## config.mk

```make
export PLATFORM = sky130hd
export DESIGN_NAME = riscv_ring_link
export DESIGN_NICKNAME = d
export VERILOG_FILES = /design/src/rtl/riscv_ring_link.sv
export SDC_FILE = /design/constraint.sdc
export NUM_CORES = 1
export LEC_CHECK = 0
export CAP_MARGIN = 10
export CELL_PAD_IN_SITES_DETAIL_PLACEMENT = 1
export CELL_PAD_IN_SITES_GLOBAL_PLACEMENT = 2
export CORE_ASPECT_RATIO = 1.2
export CORE_MARGIN = 10
export CORE_UTILIZATION = 41
export DETAILED_ROUTE_END_ITERATION = 10
export GPL_ROUTABILITY_DRIVEN = 0
export GPL_TIMING_DRIVEN = 0
export PLACE_DENSITY = 0.8
export REMOVE_ABC_BUFFERS = 1
export SLEW_MARGIN = 40
export SYNTH_ARGS = -nofsm -noshare
export SYNTH_HDL_FRONTEND = slang
export SYNTH_SLANG_ARGS = --single-unit
```

## constraint.sdc

```tcl
create_clock -name clk -period 3.2 [get_ports clk]
set_input_delay 0.96 -clock clk [delete_from_list [all_inputs] [get_ports clk]]
set_output_delay 0.96 -clock clk [all_outputs]
set_load 0.05 [all_outputs]
```

## src/rtl/riscv_ring_link.sv

```systemverilog
// ---------------------------------------------------------------------------
// riscv_ring_link : per-channel ring-link flit FIFOs, cut-through or store-and-forward
// Revision 1.0
// ---------------------------------------------------------------------------
`default_nettype none

module riscv_ring_link #(
   parameter int FLIT_WIDTH = 16,
   parameter int CHANNELS   = 2,
   parameter int DEPTH      = 4,
   parameter int MODE       = 0
) (
   input  logic                                       clk,
   input  logic                                       rst,
   input  logic [CHANNELS-1:0][FLIT_WIDTH-1:0]        in_data,
   input  logic [CHANNELS-1:0]                        in_last,
   input  logic [CHANNELS-1:0]                        in_valid,
   output logic [CHANNELS-1:0]                        in_ready,
   output logic [CHANNELS-1:0][FLIT_WIDTH-1:0]        out_data,
   output logic [CHANNELS-1:0]                        out_last,
   output logic [CHANNELS-1:0]                        out_valid,
   input  logic [CHANNELS-1:0]                        out_ready,
   output logic [CHANNELS-1:0][$clog2(DEPTH+1)-1:0]   fill,
   output logic [CHANNELS-1:0][$clog2(DEPTH+1)-1:0]   pkts
);

   localparam int c_cnt_w = $clog2(DEPTH + 1);
   localparam int c_ptr_w = $clog2(DEPTH);
   localparam logic [c_cnt_w-1:0] c_full = c_cnt_w'(DEPTH);

   for (genvar c = 0; c < CHANNELS; c++) begin : g_ch
      logic [c_ptr_w-1:0]  wr_ptr_q, wr_ptr_d;
      logic [c_ptr_w-1:0]  rd_ptr_q, rd_ptr_d;
      logic [c_cnt_w-1:0]  fill_q, fill_d;
      logic [c_cnt_w-1:0]  pkts_q, pkts_d;
      logic [FLIT_WIDTH:0] mem_q [DEPTH];
      logic [FLIT_WIDTH:0] head;
      logic                valid;
      logic                push;
      logic                pop;
      logic                last_in;
      logic                last_out;

      always_comb begin
         head     = mem_q[rd_ptr_q];
         // store-and-forward still releases a full FIFO so over-long packets cannot deadlock
         if (MODE == 0) begin
            valid = (fill_q != '0);
         end else begin
            valid = (pkts_q != '0) || (fill_q == c_full);
         end
         push     = in_valid[c] && (fill_q != c_full);
         pop      = valid && out_ready[c];
         last_in  = push && in_last[c];
         last_out = pop && head[FLIT_WIDTH];

         wr_ptr_d = wr_ptr_q;
         rd_ptr_d = rd_ptr_q;
         fill_d   = fill_q;
         pkts_d   = pkts_q;

         if (push) begin
            wr_ptr_d = wr_ptr_q + c_ptr_w'(1);
         end
         if (pop) begin
            rd_ptr_d = rd_ptr_q + c_ptr_w'(1);
         end

         case ({push, pop})
            2'b10:   fill_d = fill_q + c_cnt_w'(1);
            2'b01:   fill_d = fill_q - c_cnt_w'(1);
            default: fill_d = fill_q;
         endcase

         case ({last_in, last_out})
            2'b10:   pkts_d = pkts_q + c_cnt_w'(1);
            2'b01:   pkts_d = pkts_q - c_cnt_w'(1);
            default: pkts_d = pkts_q;
         endcase
      end

      always_ff @(posedge clk or posedge rst) begin
         if (rst) begin
            wr_ptr_q <= '0;
            rd_ptr_q <= '0;
            fill_q   <= '0;
            pkts_q   <= '0;
         end else begin
            wr_ptr_q <= wr_ptr_d;
            rd_ptr_q <= rd_ptr_d;
            fill_q   <= fill_d;
            pkts_q   <= pkts_d;
         end
      end

      // storage is never reset; stale entries are masked by the counters
      always_ff @(posedge clk) begin
         if (push) begin
            mem_q[wr_ptr_q] <= {in_last[c], in_data[c]};
         end
      end

      assign in_ready[c]  = (fill_q != c_full);
      assign out_valid[c] = valid;
      assign out_data[c]  = valid ? head[FLIT_WIDTH-1:0] : '0;
      assign out_last[c]  = valid & head[FLIT_WIDTH];
      assign fill[c]      = fill_q;
      assign pkts[c]      = pkts_q;
   end

endmodule

`default_nettype wire

```

Word level (Yosys, flattened, before mapping)
Memories as Yosys holds them, arrays and structs flattened.
Cells that the tools add are included.
Widths: inputs -> output; s select.
{ "word_totals": {"memories": 2, "output_inout_bits": 50, "regBits": 20, "mem_bits_rw": 136} }
{ "op_classes": {"muxes": 10, "addsub": 12, "reduce_logical": 14, "n_bitwise": 2, "eq_ne": 10} }
{ "mem_list": {"columns": ["name", "depth", "width", "read_ports", "rd_clocked_by_memory_dff", "wr", "line", "source"], "rows": [
  ["g_ch[0].mem_q", 4, 17, 1, 0, 1, "36", "logic [FLIT_WIDTH:0] mem_q [DEPTH];"],
  ["g_ch[1].mem_q", 4, 17, 1, 0, 1, "36", null]
]} }
{ "op_table": {"columns": ["op", "count"], "rows": [
  ["$mux 16", 2],
  ["$pmux 3 s2", 4],
  ["$add 3x1->3 const B", 4],
  ["$sub 3x1->3 const B", 4],
  ["$add 2x1->2 const B", 4],
  ["$eq 2x1->1 const B", 4],
  ["$eq 2x2->1 const B", 4],
  ["$logic_and 1x1->1", 8],
  ["$reduce_bool 2->1", 4],
  ["$ne 3x3->1 const B", 2],
  ["$reduce_bool 3->1", 2],
  ["$mux 1", 4],
  ["$and 1x1->1", 2]
]} }

Depth between registers and ports, before layout
Gate-level depths: netlist of run 1.
{ "logic_depth": {"ltp_word": 5, "mapped_depth": 9, "mapped_depth_nobuf": 9} }

Least setup slack after synthesis of run 1
No wires, ideal clock.
{ "synth_timing": {"path_kind": "reg2reg", "from": "register g_ch[0].fill_q[2]", "to": "register g_ch[0].pkts_q[2]", "path_stages_with_launch": 10, "setup_slack_ps": 681, "n_path_buf": 0, "setup_time_ps": 82, "arrival_time_ps": 2437, "path_cell_list": "dfrtp_1 -> or3b_4 -> and2_4 -> nand2_1 -> ha_1 -> inv_1 -> fa_1 -> xor2_1 -> nor2_1 -> xor2_1"} }
{ "synth_between": {"elab_chain_len": 5} }
{ "synth_lines": {"columns": ["element", "line", "source"], "rows": [
  ["from (decl)", "34", "logic [c_cnt_w-1:0] fill_q, fill_d;"],
  ["from (signal assigned)", "91", "fill_q <= fill_d;"],
  ["$ne 3x3->1 (*)", null, null],
  ["net in_ready[0]", "18", "output logic [CHANNELS-1:0] in_ready,"],
  ["$logic_and 1x1->1 (*)", "52", "push = in_valid[c] && (fill_q != c_full);"],
  ["$logic_and 1x1->1 (*)", "54", "last_in = push && in_last[c];"],
  ["$eq 2x1->1 or $eq 2x2->1 (tied branches)", "75", "case ({last_in, last_out})"],
  ["$pmux 3 s2 or $reduce_bool 2->1 (tied branches)", null, null],
  ["to (signal assigned)", "92", "pkts_q <= pkts_d;"],
  ["to (decl)", "35", "logic [c_cnt_w-1:0] pkts_q, pkts_d;"]
]} }
Mark *: on every way through the listed nets, which the timed path passes. The rest lies on a longest branch.
A chain may end at the register's enable or synchronous reset.

==> impl_metrics.py, run 1 <==
metrics = {
    "drt": {
        "routed_wl_mm": 12.9,
        "drtIter0Drc": 157,
        "final_antenna_net_count": 0,
        "drt_pre_antenna_iters": 4,
        "drc_errors": 0,
        "vias": 3176,
        "wl_per_cell_um": 20.1,
        "vias_per_cell": 4.95,
    },
    "timing": {
        "fin_skew_ns": 0.00830,
        "finalWorstSetupSlack_ns": 0.0817,
        "slew_headroom": 0.627,
        "hold_violations": 0,
        "totalNegativeSetupSlack_ns": 0,
        "tightest_slew_ns": 0.562,
        "fin_crit_sh": 0.974,
        "fin_crit_ns": 3.12,
        "rsz0062_at_grt": "false",
        "fmax_mhz": 321,
        "setup_viol": 0,
        "report.final.slew_viol_count": 0,
    },
    "critical_path": {
        "worstSetupPathType": "reg2out",
        "crit_arrival_ns": 2.16,
        "critPathCaptureType": "output port",
        "r2r-start": "g_ch[0].rd_ptr_q[0]",
        "crit_required_ns": 2.24,
        "worst-path-max-fanout": 7,
        "rr_worst_depth": 9,
        "r2r-end": "g_ch[0].pkts_q[2]",
        "reg2reg_slack_ns": 0.82,
        "startpoint_type": "flip-flop",
    },
    "die": {
        "die_h_um": 157,
        "initial_utilization": 0.421,
        "boundaryPins": 90,
        "placementRows": 49,
        "die_w_um": 134,
        "core-area_mm2": 0.0151,
        "die-area_mm2": 0.0209,
    },
    "clocking": {
        "clock_sinks": 156,
        "h-tree-depth": 4,
        "clk_path_buf_depth": 2,
        "root_buffer": "clkbuf_16",
        "clk_pin_slew_ns": 0.06,
        "hold_buffers": 0,
        "clock_latency_ns": 0.42,
        "cts_buffers": 17,
        "tritoncts": "done",
    },
    "outcome": {
        "status": "finished, final reports clean",
    },
    "finish": {
        "final_area_mm2": 0.00805,
        "syn_to_final_growth_pct": 26.4,
        "n_fill_cell": 1421,
        "layout-drive-gt1-share": 0.238,
        "final_core_util": 0.532,
        "nNetsFinal": 480,
        "antenna-diode-count": 0,
    },
    "global_route": {
        "grt_usage": 0.127,
        "grt_pass1_wl_mm": 20.3,
        "grt_antenna_before_repair": 0,
        "grt_overflow_total": 0,
        "grt_pass1_vias": 3658,
        "grt_max_degree": 22,
    },
    "placed_design": {
        "dp_hpwl_mm": 8.54,
        "numPortBuffers": 89,
        "place_ws_ns": -0.112,
        "placement.cell_area_mm2": 0.00741,
    },
    "logic_synthesis": {
        "netlist_area_mm2": 0.00637,
        "netlist_instances": 320,
        "yosysWarnings": 0,
        "ys_types": 26,
        "syn_avg_cell_area_um2": 19.9,
        "synth_seq_area_share": 0.719,
        "synth_largest_area_cell": "edfxtp_1",
        "synth-seq-cells": 156,
        "synth.area.top_cells": "edfxtp_1 (64%), mux4_2 (11%), dfrtp_1 (7.9%), and2_1 (3.5%), ha_1 (2.4%)",
        "synth_top_area_frac": 0.641,
    },
    "hold_path": {
        "holdPathEnd": "g_ch[0].pkts_q[2]",
        "hold_path_class": "reg2reg",
        "worstHoldPathCells": 1,
        "hold_start": "g_ch[0].pkts_q[2]",
    },
    "job": {
        "drv_cap": 0,
    },
}
-- what timing repair did --
action                                  in CTS  in global routing
resized for setup                           41                 18
setup buffers                               10                  0
endpoints found under the setup margin      36                  9
pin swaps                                    0                  0
-- registers in the layout (all words and copies together) (netlist names) --
signal	count
g_ch.rd_ptr_q	4
g_ch.fill_q	6
g_ch.pkts_q	6
g_ch.mem_q	136
g_ch.wr_ptr_q	4
-- cell type report --
type	instances	area (um2)	area share
clock buffer	18	429	0.0533
timing repair buffer	99	915	0.114
clock inverter	14	171	0.0213
multi-input combinational	134	1630	0.202
inverter	16	60.1	0.00746
sequential	156	4600	0.571
tap	204	255	0.0317
-- how the worst max path moves through the flow --
stage                         from            to  cells past startpoint
3_5_place_dp   g_ch[1].rd_ptr_q[0]  out_data[17]                      3
6_report       g_ch[1].rd_ptr_q[0]  out_data[24]                      4
4_1_cts        g_ch[0].rd_ptr_q[0]   out_data[1]                      4
5_1_grt        g_ch[1].rd_ptr_q[0]  out_data[28]                      4
3_3_place_gp   g_ch[0].rd_ptr_q[0]   out_last[0]                      3
2_1_floorplan    g_ch[0].fill_q[0]   out_data[0]                      2
-- placed cells by master, fill, tap and decap left out, types with 3 or more instances in the layout --
cell and count:
mux4_2 32, clkdlybuf4s50_1 55, xor2_1 9, clkbuf_2 9, dfrtp_4 3, xnor2_1 9, clkbuf_16 17, inv_1 15
fa_1 4, dlygate4sd2_1 25, buf_4 8, edfxtp_1 136, and3_2 8, inv_6 5, nor2_1 4, ha_1 12
inv_8 4, mux2i_1 3, and2_1 36, dfrtp_1 16
-- stage by stage --
| stage | cells | hold WS, ns |
|---|---|---|
| 5_1_grt | 641 | 0.498 |
| 4_1_cts | 641 | 0.480 |
| 6_report | 641 | 0.474 |
| 2_1_floorplan | 306 | 0.535 |
| 3_5_place_dp | 599 | 0.468 |
| 3_3_place_gp | 599 | 0.460 |
-- metal layers --
layer / part of all wire / global-route usage
met5: 0 / 0
met4: 0.015 / 0.0514
met3: 0.051 / 0.0413
met2: 0.52 / 0.220
met1: 0.41 / 0.143
-- cells in the mapped netlist --
master and number:
fa_1 4, or3b_4 2, and3_1 2, nand3_1 2
ha_1 12, mux2i_1 3, buf_12 2, mux4_1 2
and3_2 8, dfrtp_1 20, mux2_2 1, inv_1 16
buf_6 2, edfxtp_1 136, nand2_1 2, buf_4 2
mux4_2 32, buf_2 4, nor2_1 4, and2_1 36
mux2_4 2, or3_1 2, clkbuf_1 4, xor2_1 9
xnor2_1 9, and2_4 2
-- cell families (layout without fill, tap and decap cells) --
family | after synthesis | count (layout) | share of synthesized area
flip-flops | 156 | 156 | 0.719
AND/OR/NAND/NOR | 60 | 60 | 0.0601
multiplexers | 40 | 40 | 0.133
buffers and inverters | 30 | 147 | 0.0271
XOR/XNOR | 18 | 18 | 0.0247
adder cells (fa/ha/maj) | 16 | 16 | 0.0361
-- critical path, cell delays in order (launching register included) --
cell and delay (ns):
dfrtp_4 0.50, buf_12 0.15, mux4_2 0.49, and2_1 0.18
dlygate4sd2_1 0.42
Power of run 1 is not shown: default switching activity piles up to over one toggle a cycle in this logic, so the estimate is an artifact.
==> run 2: changes to the inputs <==
--- a/config.mk
+++ b/config.mk
@@ -8,13 +8,13 @@
 export CAP_MARGIN = 10
 export CELL_PAD_IN_SITES_DETAIL_PLACEMENT = 1
 export CELL_PAD_IN_SITES_GLOBAL_PLACEMENT = 2
-export CORE_ASPECT_RATIO = 1.2
+export CORE_ASPECT_RATIO = 1.4
 export CORE_MARGIN = 10
 export CORE_UTILIZATION = 41
 export DETAILED_ROUTE_END_ITERATION = 10
 export GPL_ROUTABILITY_DRIVEN = 0
 export GPL_TIMING_DRIVEN = 0
-export PLACE_DENSITY = 0.8
+export PLACE_DENSITY = 0.84
 export REMOVE_ABC_BUFFERS = 1
 export SLEW_MARGIN = 40
 export SYNTH_ARGS = -nofsm -noshare
==> run 2 against run 1 <==
Net effect: cell count decreased by 1.1%; critical path type unchanged; design area decreased by 0.36%; register-to-register slack got worse by 0.03 ns.
==> impl_metrics.py, run 2 (synthesized netlist as in run 1, its figures left out) <==
metrics = {
    "critical_path": {
        "crit_chain": "buf_4 > mux4_2 > and2_1 > dlygate4sd2_1",
        "startpoint_type": "flip-flop",
        "worstSetupPathType": "reg2out",
        "max_stage_delay_ns": 0.52,
        "worst-path-max-fanout": 10,
        "crit_required_ns": 2.24,
        "critPathCaptureType": "output port",
        "slowest_stage": "dfrtp_4",
        "reg2reg_slack_ns": 0.79,
        "crit_arrival_ns": 2.16,
    },
    "placed_design": {
        "placed_cells": 587,
        "numPortBuffers": 89,
        "placement.cell_area_mm2": 0.00739,
        "place_ws_ns": -0.104,
        "dp_hpwl_mm": 8.81,
    },
    "global_route": {
        "grt_pass1_vias": 3743,
        "grt_max_degree": 22,
        "grt_usage": 0.129,
        "grt_pass1_wl_mm": 21.3,
        "grt_overflow_total": 0,
        "grt_antenna_before_repair": 0,
    },
    "timing": {
        "hold_violations": 0,
        "rsz0062_at_grt": "false",
        "fin_crit_ns": 3.12,
        "fin_hold_ws_ns": 0.474,
        "slew_headroom": 0.657,
        "fmax_mhz": 320,
        "fin_crit_sh": 0.976,
        "tightest_slew_ns": 0.514,
        "setup_viol": 0,
        "fin_skew_ns": 0.0125,
        "report.final.slew_viol_count": 0,
        "finalWorstSetupSlack_ns": 0.0782,
    },
    "die": {
        "boundaryPins": 90,
        "placementRows": 53,
        "die_h_um": 168,
        "die-area_mm2": 0.0210,
        "core-area_mm2": 0.0151,
        "die_w_um": 125,
        "initial_utilization": 0.421,
    },
    "drt": {
        "routed_wl_mm": 13.2,
        "final_antenna_net_count": 0,
        "drc_errors": 0,
        "wl_per_cell_um": 20.8,
        "vias": 3196,
        "drt_pre_antenna_iters": 5,
        "vias_per_cell": 5.04,
        "drtIter0Drc": 152,
    },
    "finish": {
        "nNetsFinal": 485,
        "fin_cells": 634,
        "layout-drive-gt1-share": 0.274,
        "largest-register": "g_ch.mem_q",
        "top_regs": "g_ch.mem_q: 136 flops, g_ch.fill_q: 6 flops, g_ch.pkts_q: 6 flops",
        "antenna-diode-count": 0,
        "syn_to_final_growth_pct": 25.9,
        "largest_reg_flops": 136,
        "final_common_cell": "edfxtp_1",
        "layout_common_cells": "edfxtp_1 (136), clkdlybuf4s50_1 (55), and2_1 (36)",
        "final_area_mm2": 0.00802,
    },
    "hold_path": {
        "hold_path_class": "reg2reg",
    },
    "job": {
        "drv_cap": 0,
    },
    "clocking": {
        "h-tree-depth": 4,
        "clk_path_buf_depth": 2,
        "root_buffer": "clkbuf_16",
        "tritoncts": "done",
        "clk_pin_slew_ns": 0.07,
        "cts_buffers": 17,
        "clock_sinks": 156,
        "clock_latency_ns": 0.41,
        "hold_buffers": 0,
    },
    "outcome": {
        "status": "finished, final reports clean",
    },
}
[run 2: cell count changes in the layout (fill, tap and decap cells not counted), moves of 3 or more]
cell	previous run	this run
dlygate4sd2_1	25	13
clkbuf_2	9	12
buf_4	8	14
clkdlybuf4s15_2	0	8
[run 2: worst paths after layout]
path / from / to / depth (start not counted)
min in group asynchronous: rst / g_ch[0].pkts_q[0] / 2
hold reg to reg: g_ch[1].pkts_q[2] / g_ch[1].pkts_q[2] / 1
setup reg to reg: g_ch[1].rd_ptr_q[0] / g_ch[1].pkts_q[2] / 7
max in group asynchronous: rst / g_ch[1].rd_ptr_q[0] / 2
hold / removal: g_ch[1].pkts_q[2] / g_ch[1].pkts_q[2] / 1
setup / recovery: g_ch[1].rd_ptr_q[0] / out_data[31] / 4
[run 2: cell type report]
class	instances	area, um2
flip-flops and latches	156	4600
clock inverters	14	125
well taps	192	240
multi-input cells	134	1630
fillers	1392	7100
clock buffers	18	429
repair buffers	104	945
inverters	16	60.1
[run 2: metrics by stage]
stage / TNS, ns / util
global placement: -15.92 / 0.489
detailed placement: -1.08 / 0.489
floorplan: 0 / -
global route: 0 / 0.531
CTS: 0 / 0.533
finish: 0 / 0.531
[run 2: per-layer routing]
layer / wire (um) / global-route usage / share of wire
met1: 5050 / 0.140 / 0.38
met2: 7250 / 0.233 / 0.55
met3: 660 / 0.0344 / 0.050
met4: 195 / 0.0512 / 0.015
met5: 0 / 0 / 0
[run 2: critical path, delay by kind of cell (launching register included)]
family	cells	cell delay (ns)
buffers and inverters	2	0.57
muxes	1	0.49
DFF	1	0.52
and+or+nand+nor	1	0.17
[run 2: timing repair]
item | 4_1_cts | 5_1_grt
gates resized for setup | 59 | 26
cloned | 0 | 0
setup endpoints to repair | 36 | 19
buffers inserted | 12 | 3
Power of run 2 is left out for the same reason.
